==> src/rtl/spi_regfile_pkg.sv <==
// Shared types and helpers for the SPI register-file peripheral.
package spi_regfile_pkg;

    typedef enum logic [1:0] {
        IDLE   = 2'd0,
        SHIFT  = 2'd1,
        CHECK  = 2'd2,
        COMMIT = 2'd3
    } state_e;

    localparam logic RW_WRITE = 1'b1;
    localparam logic RW_READ  = 1'b0;

    function automatic int frame_w(input int addr_w, input int data_w);
        return 1 + addr_w + data_w;
    endfunction

endpackage

==> src/rtl/spi_regfile_sync.sv <==
// Two-flop synchroniser for the asynchronous SPI pins; reset value selectable
// so that chip select can come out of reset deasserted.
module spi_sync #(
    parameter logic RST_VAL = 1'b0
) (
    input  logic clk_i,
    input  logic rst_i,
    input  logic d_i,
    output logic q_o
);

    logic [1:0] sync_q;

    // Metastability chain
    always_ff @(posedge clk_i or posedge rst_i) begin
        if (rst_i) begin
            sync_q <= {2{RST_VAL}};
        end else begin
            sync_q <= {sync_q[0], d_i};
        end
    end

    assign q_o = sync_q[1];

endmodule

==> src/rtl/spi_regfile.sv <==
// Mode-0 SPI slave with a parametrised register bank; frames are checked before commit.
// Define SPI_REGFILE_READBACK_EN to build the sdo read-back path.
module spi_regfile
    import spi_regfile_pkg::*;
#(
    parameter int                NUM_REGS  = 5,
    parameter int                ADDR_W    = 7,
    parameter int                DATA_W    = 8,
    parameter logic [DATA_W-1:0] RESET_VAL = {DATA_W{1'b0}}
) (
    input  logic                         clk_i,
    input  logic                         rst_i,
    input  logic                         sclk_i,
    input  logic                         cs_n_i,
    input  logic                         sdi_i,
    output logic                         sdo_o,
    output logic [NUM_REGS*DATA_W-1:0]   regs_o,
    output logic                         wr_stb_o,
    output logic [ADDR_W-1:0]            wr_addr_o,
    output logic                         frame_err_o
);

    localparam int FRAME_W = frame_w(ADDR_W, DATA_W);
    localparam int CNT_W   = $clog2(FRAME_W + 2);
    localparam logic [ADDR_W:0] NUM_REGS_W = (ADDR_W+1)'(NUM_REGS);

    logic sclk_s, cs_n_s, sdi_s;
    logic sclk_prev_q, cs_n_prev_q;
    logic sclk_rise_s, cs_fall_s, cs_rise_s;

    state_e state_q, state_d;
    logic [CNT_W-1:0]   cnt_q, cnt_d;
    logic [FRAME_W-1:0] rx_q, rx_d;
    logic               pend_q, pend_d;
    logic [DATA_W-1:0]  regs_q [NUM_REGS];
    logic               wr_stb_q, frame_err_q;
    logic [ADDR_W-1:0]  wr_addr_q;

    logic              start_s, shift_en_s, commit_s, err_s;
    logic              len_ok_s, addr_ok_s, f_rw_s;
    logic [ADDR_W-1:0] f_addr_s;
    logic [DATA_W-1:0] f_data_s;

    spi_sync #(.RST_VAL(1'b0)) u_sync_sclk (.clk_i(clk_i), .rst_i(rst_i), .d_i(sclk_i), .q_o(sclk_s));
    spi_sync #(.RST_VAL(1'b1)) u_sync_cs   (.clk_i(clk_i), .rst_i(rst_i), .d_i(cs_n_i), .q_o(cs_n_s));
    spi_sync #(.RST_VAL(1'b0)) u_sync_sdi  (.clk_i(clk_i), .rst_i(rst_i), .d_i(sdi_i),  .q_o(sdi_s));

    // Edge-detect history
    always_ff @(posedge clk_i or posedge rst_i) begin
        if (rst_i) begin
            sclk_prev_q <= 1'b0;
            cs_n_prev_q <= 1'b1;
        end else begin
            sclk_prev_q <= sclk_s;
            cs_n_prev_q <= cs_n_s;
        end
    end

    assign sclk_rise_s = sclk_s & ~sclk_prev_q;
    assign cs_fall_s   = ~cs_n_s & cs_n_prev_q;
    assign cs_rise_s   = cs_n_s & ~cs_n_prev_q;

    assign f_rw_s   = rx_q[FRAME_W-1];
    assign f_addr_s = rx_q[DATA_W +: ADDR_W];
    assign f_data_s = rx_q[DATA_W-1:0];
    assign len_ok_s  = (cnt_q == CNT_W'(FRAME_W));
    assign addr_ok_s = ({1'b0, f_addr_s} < NUM_REGS_W);

    // FSM state register
    always_ff @(posedge clk_i or posedge rst_i) begin
        if (rst_i) begin
            state_q <= IDLE;
        end else begin
            state_q <= state_d;
        end
    end

    // FSM next state; a rising chip select takes priority over any sclk edge
    always_comb begin
        state_d = state_q;
        case (state_q)
            IDLE:    state_d = start_s ? SHIFT : IDLE;
            SHIFT:   state_d = cs_rise_s ? CHECK : SHIFT;
            CHECK:   state_d = (len_ok_s && addr_ok_s && (f_rw_s == RW_WRITE)) ? COMMIT : IDLE;
            COMMIT:  state_d = IDLE;
            default: state_d = IDLE;
        endcase
    end

    // FSM outputs
    always_comb begin
        start_s    = (state_q == IDLE) && (cs_fall_s || (pend_q && !cs_n_s));
        shift_en_s = (state_q == SHIFT) && sclk_rise_s && !cs_n_s;
        commit_s   = (state_q == COMMIT);
        err_s      = (state_q == CHECK) && (!len_ok_s || (!addr_ok_s && (f_rw_s == RW_WRITE)));
    end

    // Remember a chip-select fall that lands while a previous frame is being resolved
    always_comb begin
        pend_d = pend_q;
        if ((state_q == CHECK || state_q == COMMIT) && cs_fall_s) begin
            pend_d = 1'b1;
        end else if (state_q == IDLE) begin
            pend_d = 1'b0;
        end else begin
            pend_d = pend_q;
        end
    end

    // Receive shift register and saturating bit counter
    always_comb begin
        cnt_d = cnt_q;
        rx_d  = rx_q;
        if (start_s) begin
            cnt_d = {CNT_W{1'b0}};
            rx_d  = {FRAME_W{1'b0}};
        end else if (shift_en_s) begin
            rx_d  = {rx_q[FRAME_W-2:0], sdi_s};
            cnt_d = (cnt_q == CNT_W'(FRAME_W + 1)) ? cnt_q : cnt_q + CNT_W'(1);
        end else begin
            cnt_d = cnt_q;
            rx_d  = rx_q;
        end
    end

    // Frame state, register bank and strobes
    always_ff @(posedge clk_i or posedge rst_i) begin
        if (rst_i) begin
            cnt_q       <= {CNT_W{1'b0}};
            rx_q        <= {FRAME_W{1'b0}};
            pend_q      <= 1'b0;
            wr_stb_q    <= 1'b0;
            wr_addr_q   <= {ADDR_W{1'b0}};
            frame_err_q <= 1'b0;
            for (int i = 0; i < NUM_REGS; i++) begin
                regs_q[i] <= RESET_VAL;
            end
        end else begin
            cnt_q       <= cnt_d;
            rx_q        <= rx_d;
            pend_q      <= pend_d;
            wr_stb_q    <= commit_s;
            frame_err_q <= err_s;
            if (commit_s) begin
                wr_addr_q <= f_addr_s;
            end
            for (int i = 0; i < NUM_REGS; i++) begin
                if (commit_s && (f_addr_s == ADDR_W'(i))) begin
                    regs_q[i] <= f_data_s;
                end
            end
        end
    end

    for (genvar g = 0; g < NUM_REGS; g++) begin : g_regs
        assign regs_o[g*DATA_W +: DATA_W] = regs_q[g];
    end

    assign wr_stb_o    = wr_stb_q;
    assign wr_addr_o   = wr_addr_q;
    assign frame_err_o = frame_err_q;

`ifdef SPI_REGFILE_READBACK_EN
    localparam int TXC_W = $clog2(DATA_W + 1);

    logic              sclk_fall_s, load_s;
    logic [ADDR_W:0]   hdr_s;
    logic [DATA_W-1:0] rd_data_s;
    logic [DATA_W-1:0] tx_q, tx_d;
    logic [TXC_W-1:0]  tx_cnt_q, tx_cnt_d;
    logic              sdo_q, sdo_d;

    assign sclk_fall_s = ~sclk_s & sclk_prev_q;
    // rw plus address, including the bit arriving on this rise
    assign hdr_s  = {rx_q[ADDR_W-1:0], sdi_s};
    assign load_s = shift_en_s && (cnt_q == CNT_W'(ADDR_W)) && (hdr_s[ADDR_W] == RW_READ);

    // Read-data mux; out-of-range addresses return zero
    always_comb begin
        rd_data_s = {DATA_W{1'b0}};
        for (int i = 0; i < NUM_REGS; i++) begin
            rd_data_s = (hdr_s[ADDR_W-1:0] == ADDR_W'(i)) ? regs_q[i] : rd_data_s;
        end
    end

    // Transmit shifter: load after the header, shift one bit per sclk fall
    always_comb begin
        tx_d     = tx_q;
        tx_cnt_d = tx_cnt_q;
        sdo_d    = sdo_q;
        if (cs_n_s || (state_q != SHIFT)) begin
            tx_cnt_d = {TXC_W{1'b0}};
            sdo_d    = 1'b0;
        end else if (load_s) begin
            tx_d     = rd_data_s;
            tx_cnt_d = TXC_W'(DATA_W);
        end else if (sclk_fall_s) begin
            if (tx_cnt_q != {TXC_W{1'b0}}) begin
                sdo_d    = tx_q[DATA_W-1];
                tx_d     = {tx_q[DATA_W-2:0], 1'b0};
                tx_cnt_d = tx_cnt_q - TXC_W'(1);
            end else begin
                sdo_d = 1'b0;
            end
        end else begin
            sdo_d = sdo_q;
        end
    end

    // Transmit registers
    always_ff @(posedge clk_i or posedge rst_i) begin
        if (rst_i) begin
            tx_q     <= {DATA_W{1'b0}};
            tx_cnt_q <= {TXC_W{1'b0}};
            sdo_q    <= 1'b0;
        end else begin
            tx_q     <= tx_d;
            tx_cnt_q <= tx_cnt_d;
            sdo_q    <= sdo_d;
        end
    end

    assign sdo_o = sdo_q;
`else
    assign sdo_o = 1'b0;
`endif

endmodule

==> config.mk <==
export PLATFORM = sky130hd
export DESIGN_NAME = spi_regfile
export DESIGN_NICKNAME = d
export VERILOG_FILES = /design/src/rtl/spi_regfile_pkg.sv /design/src/rtl/spi_regfile_sync.sv /design/src/rtl/spi_regfile.sv
export SDC_FILE = /design/constraint.sdc
export NUM_CORES = 1
export LEC_CHECK = 0
export ABC_CLOCK_PERIOD_IN_PS = 3000
export CORE_MARGIN = 4
export CORE_UTILIZATION = 40
export CTS_CLUSTER_SIZE = 25
export DETAILED_ROUTE_END_ITERATION = 8
export PLACE_DENSITY_LB_ADDON = 0.25
export SYNTH_ARGS = -nofsm -noshare
export SYNTH_HDL_FRONTEND = slang
export SYNTH_SLANG_ARGS = --single-unit
==> constraint.sdc <==
create_clock -name clk_i -period 3 [get_ports clk_i]
set_input_delay 0.75 -clock clk_i [delete_from_list [all_inputs] [get_ports clk_i]]
set_output_delay 0.75 -clock clk_i [all_outputs]
set_load 0.01 [all_outputs]
==> results of run 1 <==
==> kinds of logic after synthesis <==
group | Yosys count | share of synthesized area
AOI/OAI and AO/OA | 46 | 0.0746
muxes | 49 | 0.165
adders and majority gates | 3 | 0.0113
DFF | 81 | 0.611
buffers and inverters | 20 | 0.0245
other | 1 | 0.00113
and+or+nand+nor | 53 | 0.112
==> final cells by class <==
class | count | area, um^2
fill | 690 | 3710
sequential | 81 | 2030
multi-input combinational | 152 | 1210
timing repair buffer | 57 | 573
clock buffer | 12 | 155
tap | 102 | 128
clock inverter | 4 | 51.3
inverter | 7 | 27.5
==> placed cells by master, fill, tap and decap left out, types with 2 or more instances in the layout <==
cell type	synthesis	layout
dfrtp_1	78	78
clkdlybuf4s50_1	0	53
mux2_2	47	47
o21ai_0	21	21
a21oi_1	20	20
nand3_1	17	17
clkbuf_8	0	11
nand2_1	8	8
inv_1	7	6
or4_1	4	4
nand2b_1	3	3
nor4_4	3	3
nor2_1	3	3
ha_1	3	3
dfstp_2	3	3
buf_4	1	3
or3_1	2	2
nor4bb_1	2	2
mux2i_1	2	2
nand3b_1	2	2
o31ai_1	2	2
nand4_1	2	2
clkinv_2	0	2
==> registers in the layout (all words and copies together), names as in the netlist <==
| register | count |
|---|---|
| frame_err_o | 1 |
| cs_n_prev_q | 1 |
| wr_stb_o | 1 |
| u_sync_sclk.sync_q | 2 |
| state_q | 2 |
| u_sync_sdi.sync_q | 2 |
| wr_addr_o | 7 |
| cnt_q | 5 |
| u_sync_cs.sync_q | 2 |
| sclk_prev_q | 1 |
| rx_q | 16 |
| pend_q | 1 |
| regs_o | 40 |
==> path summary, 6_finish.rpt <==
path | start | endpoint | slack, ps | cells after the start
worst max-delay path | rx_q[11]$_DFFE_PP0P_ | regs_o[19]$_DFFE_PP0P_ | 560 | 3
max in group asynchronous | rst_i | regs_o[30]$_DFFE_PP0P_ | 1600 | 3
worst min-delay path | u_sync_sdi.sync_q[0]$_DFF_PP0_ | u_sync_sdi.sync_q[1]$_DFF_PP0_ | 350 | 0
worst max register to register | rx_q[11]$_DFFE_PP0P_ | regs_o[19]$_DFFE_PP0P_ | 560 | 3
min in group asynchronous | rst_i | u_sync_sdi.sync_q[0]$_DFF_PP0_ | 750 | 2
worst min register to register | u_sync_sdi.sync_q[0]$_DFF_PP0_ | u_sync_sdi.sync_q[1]$_DFF_PP0_ | 350 | 0
==> metrics by stage <==
| stage | utilization | std cells | setup slack, ps | hold slack (ps) |
|---|---|---|---|---|
| after global routing | 0.529 | 415 | 493 | 363 |
| after detailed placement | 0.503 | 399 | 629 | 335 |
| final | 0.529 | 415 | 563 | 353 |
| after CTS | 0.529 | 415 | 608 | 354 |
| after floorplan | - | 253 | 175 | 331 |
| after global placement | 0.503 | 399 | 663 | 337 |
==> cell usage after synthesis, drive strengths merged, types with 4 or more instances <==
cell type	instances
a21oi	20
clkbuf	10
dfrtp	78
inv	7
mux2	47
nand2	8
nand3	17
nor4	4
o21ai	21
or4	4
==> routing by layer <==
metal / part of all wire / track usage / vias up
met4: 0.011 / 0.0536 / 0
met5: 0 / 0 / -
met2: 0.46 / 0.219 / 58
li1: - / - / 1019
met3: 0.057 / 0.0316 / 6
met1: 0.47 / 0.200 / 1086
==> report_power, final <==
part           switching, uW  internal [uW]
Clock                    379            431
Sequential              23.2           1110
Combinational           75.4           42.3
Total                    477           1580
==> results_dict.tcl, run 1 <==
set metrics [dict create \
    cts_resized 0 \
    stdcell_area_um2 4180 \
    gp_congestion 0.759 \
    start_util 0.421 \
    crit_chain "or4_1 > nor4_4 > mux2_2" \
    cts_root_buf "clkbuf_8" \
    cts_tree "done" \
    drv_slew 0 \
    drc_errors 0 \
    setup_viol 0 \
    drtIter0Drc 126 \
    rsz0062_at_grt "false" \
    worst_setup_path_start_kind "register" \
    core_um2 7890 \
    area_delta_synth_final_pct 25.7 \
    cp_max_fo 8 \
    final-hold-violation-count 0 \
    cts_sinks 81 \
    die_area_um2 9830 \
    cts_hold_buf 0 \
    critPathSlowestCell "nor4_4" \
    drtAntennaViolNets 0 \
    layout-drive-gt1-share 0.243 \
    htree_num_levels 3 \
    ys_warn_count 0 \
    io_buffers 53 \
    fin_crit_ps 2440 \
    synth_area_um2 3320 \
    dieHeight_um 99.1 \
    clkTransAtPathRegs_ps 80 \
    synth_edf_count 0 \
    ctsLongestPathBuffers 2 \
    grt_pass1_wl_mm 11.3 \
    yosysUniqueCellTypes 33 \
    slew-limit-headroom 0.475 \
    tightest_slew_ps 782 \
    worst_clock_skew_ps 7.81 \
    drt-total-wl_mm 6.61 \
    cts-buffers-inserted 9 \
    ys_seq_area_frac 0.611 \
    dp_hpwl_mm 4.44 \
    worst-endpoint-required_ps 3230 \
    hp-class "reg2reg" \
    syn_inst 253 \
    max_cap_violations 0 \
    antenna_found_initial 0 \
    avgRoutedWirePerCell_um 15.9 \
    antennaDiodeCount 0 \
    clkLatencyLatePin_ps 340 \
    synth_area_leaders "dfrtp_1 (59%), mux2_2 (16%), o21ai_0 (3.2%), a21oi_1 (3.0%), nand3_1 (2.6%)" \
    synth_ff_type "dfrtp_1" \
    avgSynthCellArea_um2 13.1 \
    finalCritPeriodShare 0.812 \
    io_pins 55 \
    cts_setup_buffers 0 \
    slowest_delay_ps 760 \
    p_leak_uw 0.00189 \
    track_usage 0.143 \
    synth_top_area_share 0.588 \
    grt-ovfl-total 0 \
    powerDensity_nw_per_um2 494 \
    cp.arrival_ps 2660 \
    dr.pass1.iters 4 \
    vdd_ir_drop_max_mv 0.240 \
    syn-num-nets 261 \
    dpl_cell_area_um2 3970 \
    clock.fmax_mhz 410 \
    cp_top_family "simple AND/OR/NAND/NOR gates" \
    outcome "finished, final reports clean" \
    grt_pass1_vias 2195 \
    fin_tns_setup_ps 0 \
    power_uw 2060 \
    layout.nets 316 \
    dr_total_vias 2169 \
    path_class "reg2reg" \
    avgViaCountPerCell 5.23 \
    row_count 32 \
    critical_path_buf_inv_count 0 \
    ys_seq_elements 81 \
    ys_async_sr_fraction 1.00 \
    synth_area_leader_cell "dfrtp_1" \
    grt_max_degree 52 \
    die_x_um 99.1 \
    critical_path.endpoint_type "register" \
]
(Power assumes the default switching activity.)
==> run 2: changes to the inputs <==
- ABC_CLOCK_PERIOD_IN_PS: 3000 -> 2450
- clock period: 3 -> 2.45 ns (I/O delays scaled with it)
==> run 2 against run 1 <==
Compared with the run above:
- clock skew increased by 0.99 ps
- critical path depth increased by 1
- power increased by 38%
- critical path type unchanged
- largest cell class unchanged
==> results_dict.tcl, run 2 (synthesis gave the netlist of run 1 again) <==
set metrics [dict create \
    largest_register_ffs 40 \
    io_buffers 53 \
    htree_num_levels 3 \
    grt_pass1_wl_mm 11.3 \
    clkLatencyLatePin_ps 350 \
    cts_setup_buffers 0 \
    finalCritPeriodShare 0.870 \
    critPathSlowestCell "or4_1" \
    critical_path.endpoint_type "register" \
    cts_root_buf "clkbuf_8" \
    fillers 679 \
    vdd_ir_drop_max_mv 0.307 \
    cts_hold_buf 0 \
    ctsLongestPathBuffers 2 \
    cp.arrival_ps 2360 \
    clock.fmax_mhz 469 \
    fin_crit_ps 2130 \
    cp_top_family "simple AND/OR/NAND/NOR gates" \
    avgViaCountPerCell 5.30 \
    drtIter0Drc 129 \
    dp_hpwl_mm 4.55 \
    critical_path_buf_inv_count 1 \
    worst_clock_skew_ps 8.79 \
    final-hold-violation-count 0 \
    slowest_delay_ps 710 \
    grt-ovfl-total 0 \
    powerDensity_nw_per_um2 659 \
    cp_max_fo 8 \
    worst-endpoint-required_ps 2680 \
    drtAntennaViolNets 0 \
    cts-buffers-inserted 9 \
    core_um2 7890 \
    power_uw 2850 \
    cts_sinks 81 \
    dr.pass1.iters 4 \
    setup_viol 0 \
    cts_resized 0 \
    antenna_found_initial 0 \
    layout.nets 325 \
    die_x_um 99.1 \
    layout_common_cells "dfrtp_1 (78), clkdlybuf4s50_1 (53), mux2_2 (47)" \
    area_delta_synth_final_pct 30.2 \
    layout-drive-gt1-share 0.267 \
    grt_max_degree 56 \
    layout_commonest_cell "dfrtp_1" \
    gp_congestion 0.735 \
    p_leak_uw 0.00197 \
    antennaDiodeCount 0 \
    hp-class "reg2reg" \
    max_cap_violations 0 \
    cts_tree "done" \
    dieHeight_um 99.1 \
    outcome "finished, final reports clean" \
    crit_chain "or4_1 > nor4b_4 > buf_4 > mux2_2" \
    avgRoutedWirePerCell_um 16.0 \
    multiInputGateArea_um2 1210 \
    drc_errors 0 \
    track_usage 0.145 \
    die_area_um2 9830 \
    io_pins 55 \
    rsz0062_at_grt "false" \
    slew-limit-headroom 0.560 \
    worst_setup_path_start_kind "register" \
    start_util 0.421 \
    path_class "reg2reg" \
    grt_pass1_vias 2209 \
    row_count 32 \
    drv_slew 0 \
    clkTransAtPathRegs_ps 80 \
    drt-total-wl_mm 6.80 \
    fin_tns_setup_ps 0 \
    regArea_um2 2030 \
    tightest_slew_ps 654 \
    dr_total_vias 2246 \
]
-- run 2: cell types whose count changed in the layout (fill, tap and decap cells not counted) --
cell and delta:
buf_12 +1, buf_4 +8, bufinv_16 +3, clkbuf_1 -1, clkbuf_8 -1, clkinv_2 -2, inv_6 +1
-- run 2: final timing paths --
kind                                             endpoint                            from  slack [ps]  depth (start not counted)
max                                 regs_o[5]$_DFFE_PP0P_            rx_q[12]$_DFFE_PP0P_         320                          4
min                        u_sync_sdi.sync_q[1]$_DFF_PP0_  u_sync_sdi.sync_q[0]$_DFF_PP0_         350                          0
max reg2reg                         regs_o[5]$_DFFE_PP0P_            rx_q[12]$_DFFE_PP0P_         320                          4
min reg2reg                u_sync_sdi.sync_q[1]$_DFF_PP0_  u_sync_sdi.sync_q[0]$_DFF_PP0_         350                          0
max in group asynchronous           cs_n_prev_q$_DFF_PP1_                           rst_i        1420                          3
min in group asynchronous        wr_addr_o[4]$_DFFE_PP0P_                           rst_i         670                          3
-- run 2: power breakdown --
part	internal [uW]	switching [uW]
registers	1360	28.8
logic	60.4	96.6
clock network	813	492
total	2240	617
-- run 2: area by class of cell --
type	count	share of cell area
multi-input cells	152	0.280
clock buffers	10	0.0318
inverters	7	0.00694
flip-flops and latches	81	0.469
well taps	102	0.0295
clock inverters	6	0.0318
repair buffers	66	0.151
-- run 2: layer usage --
metal,GRT usage,share of wire
met2,0.220,0.48
met1,0.199,0.46
met5,0,0
met3,0.0400,0.052
met4,0.0546,0.012
-- run 2: through the flow --
step	hold WS [ps]	utilization	cells	setup WS, ps	cell area, um^2
4_1_cts	354	0.549	424	295	4330
3_3_place_gp	332	0.514	408	308	4050
3_5_place_dp	335	0.514	408	320	4050
2_1_floorplan	331	-	253	419	3330
6_report	351	0.549	424	319	4330
5_1_grt	356	0.549	424	223	4330
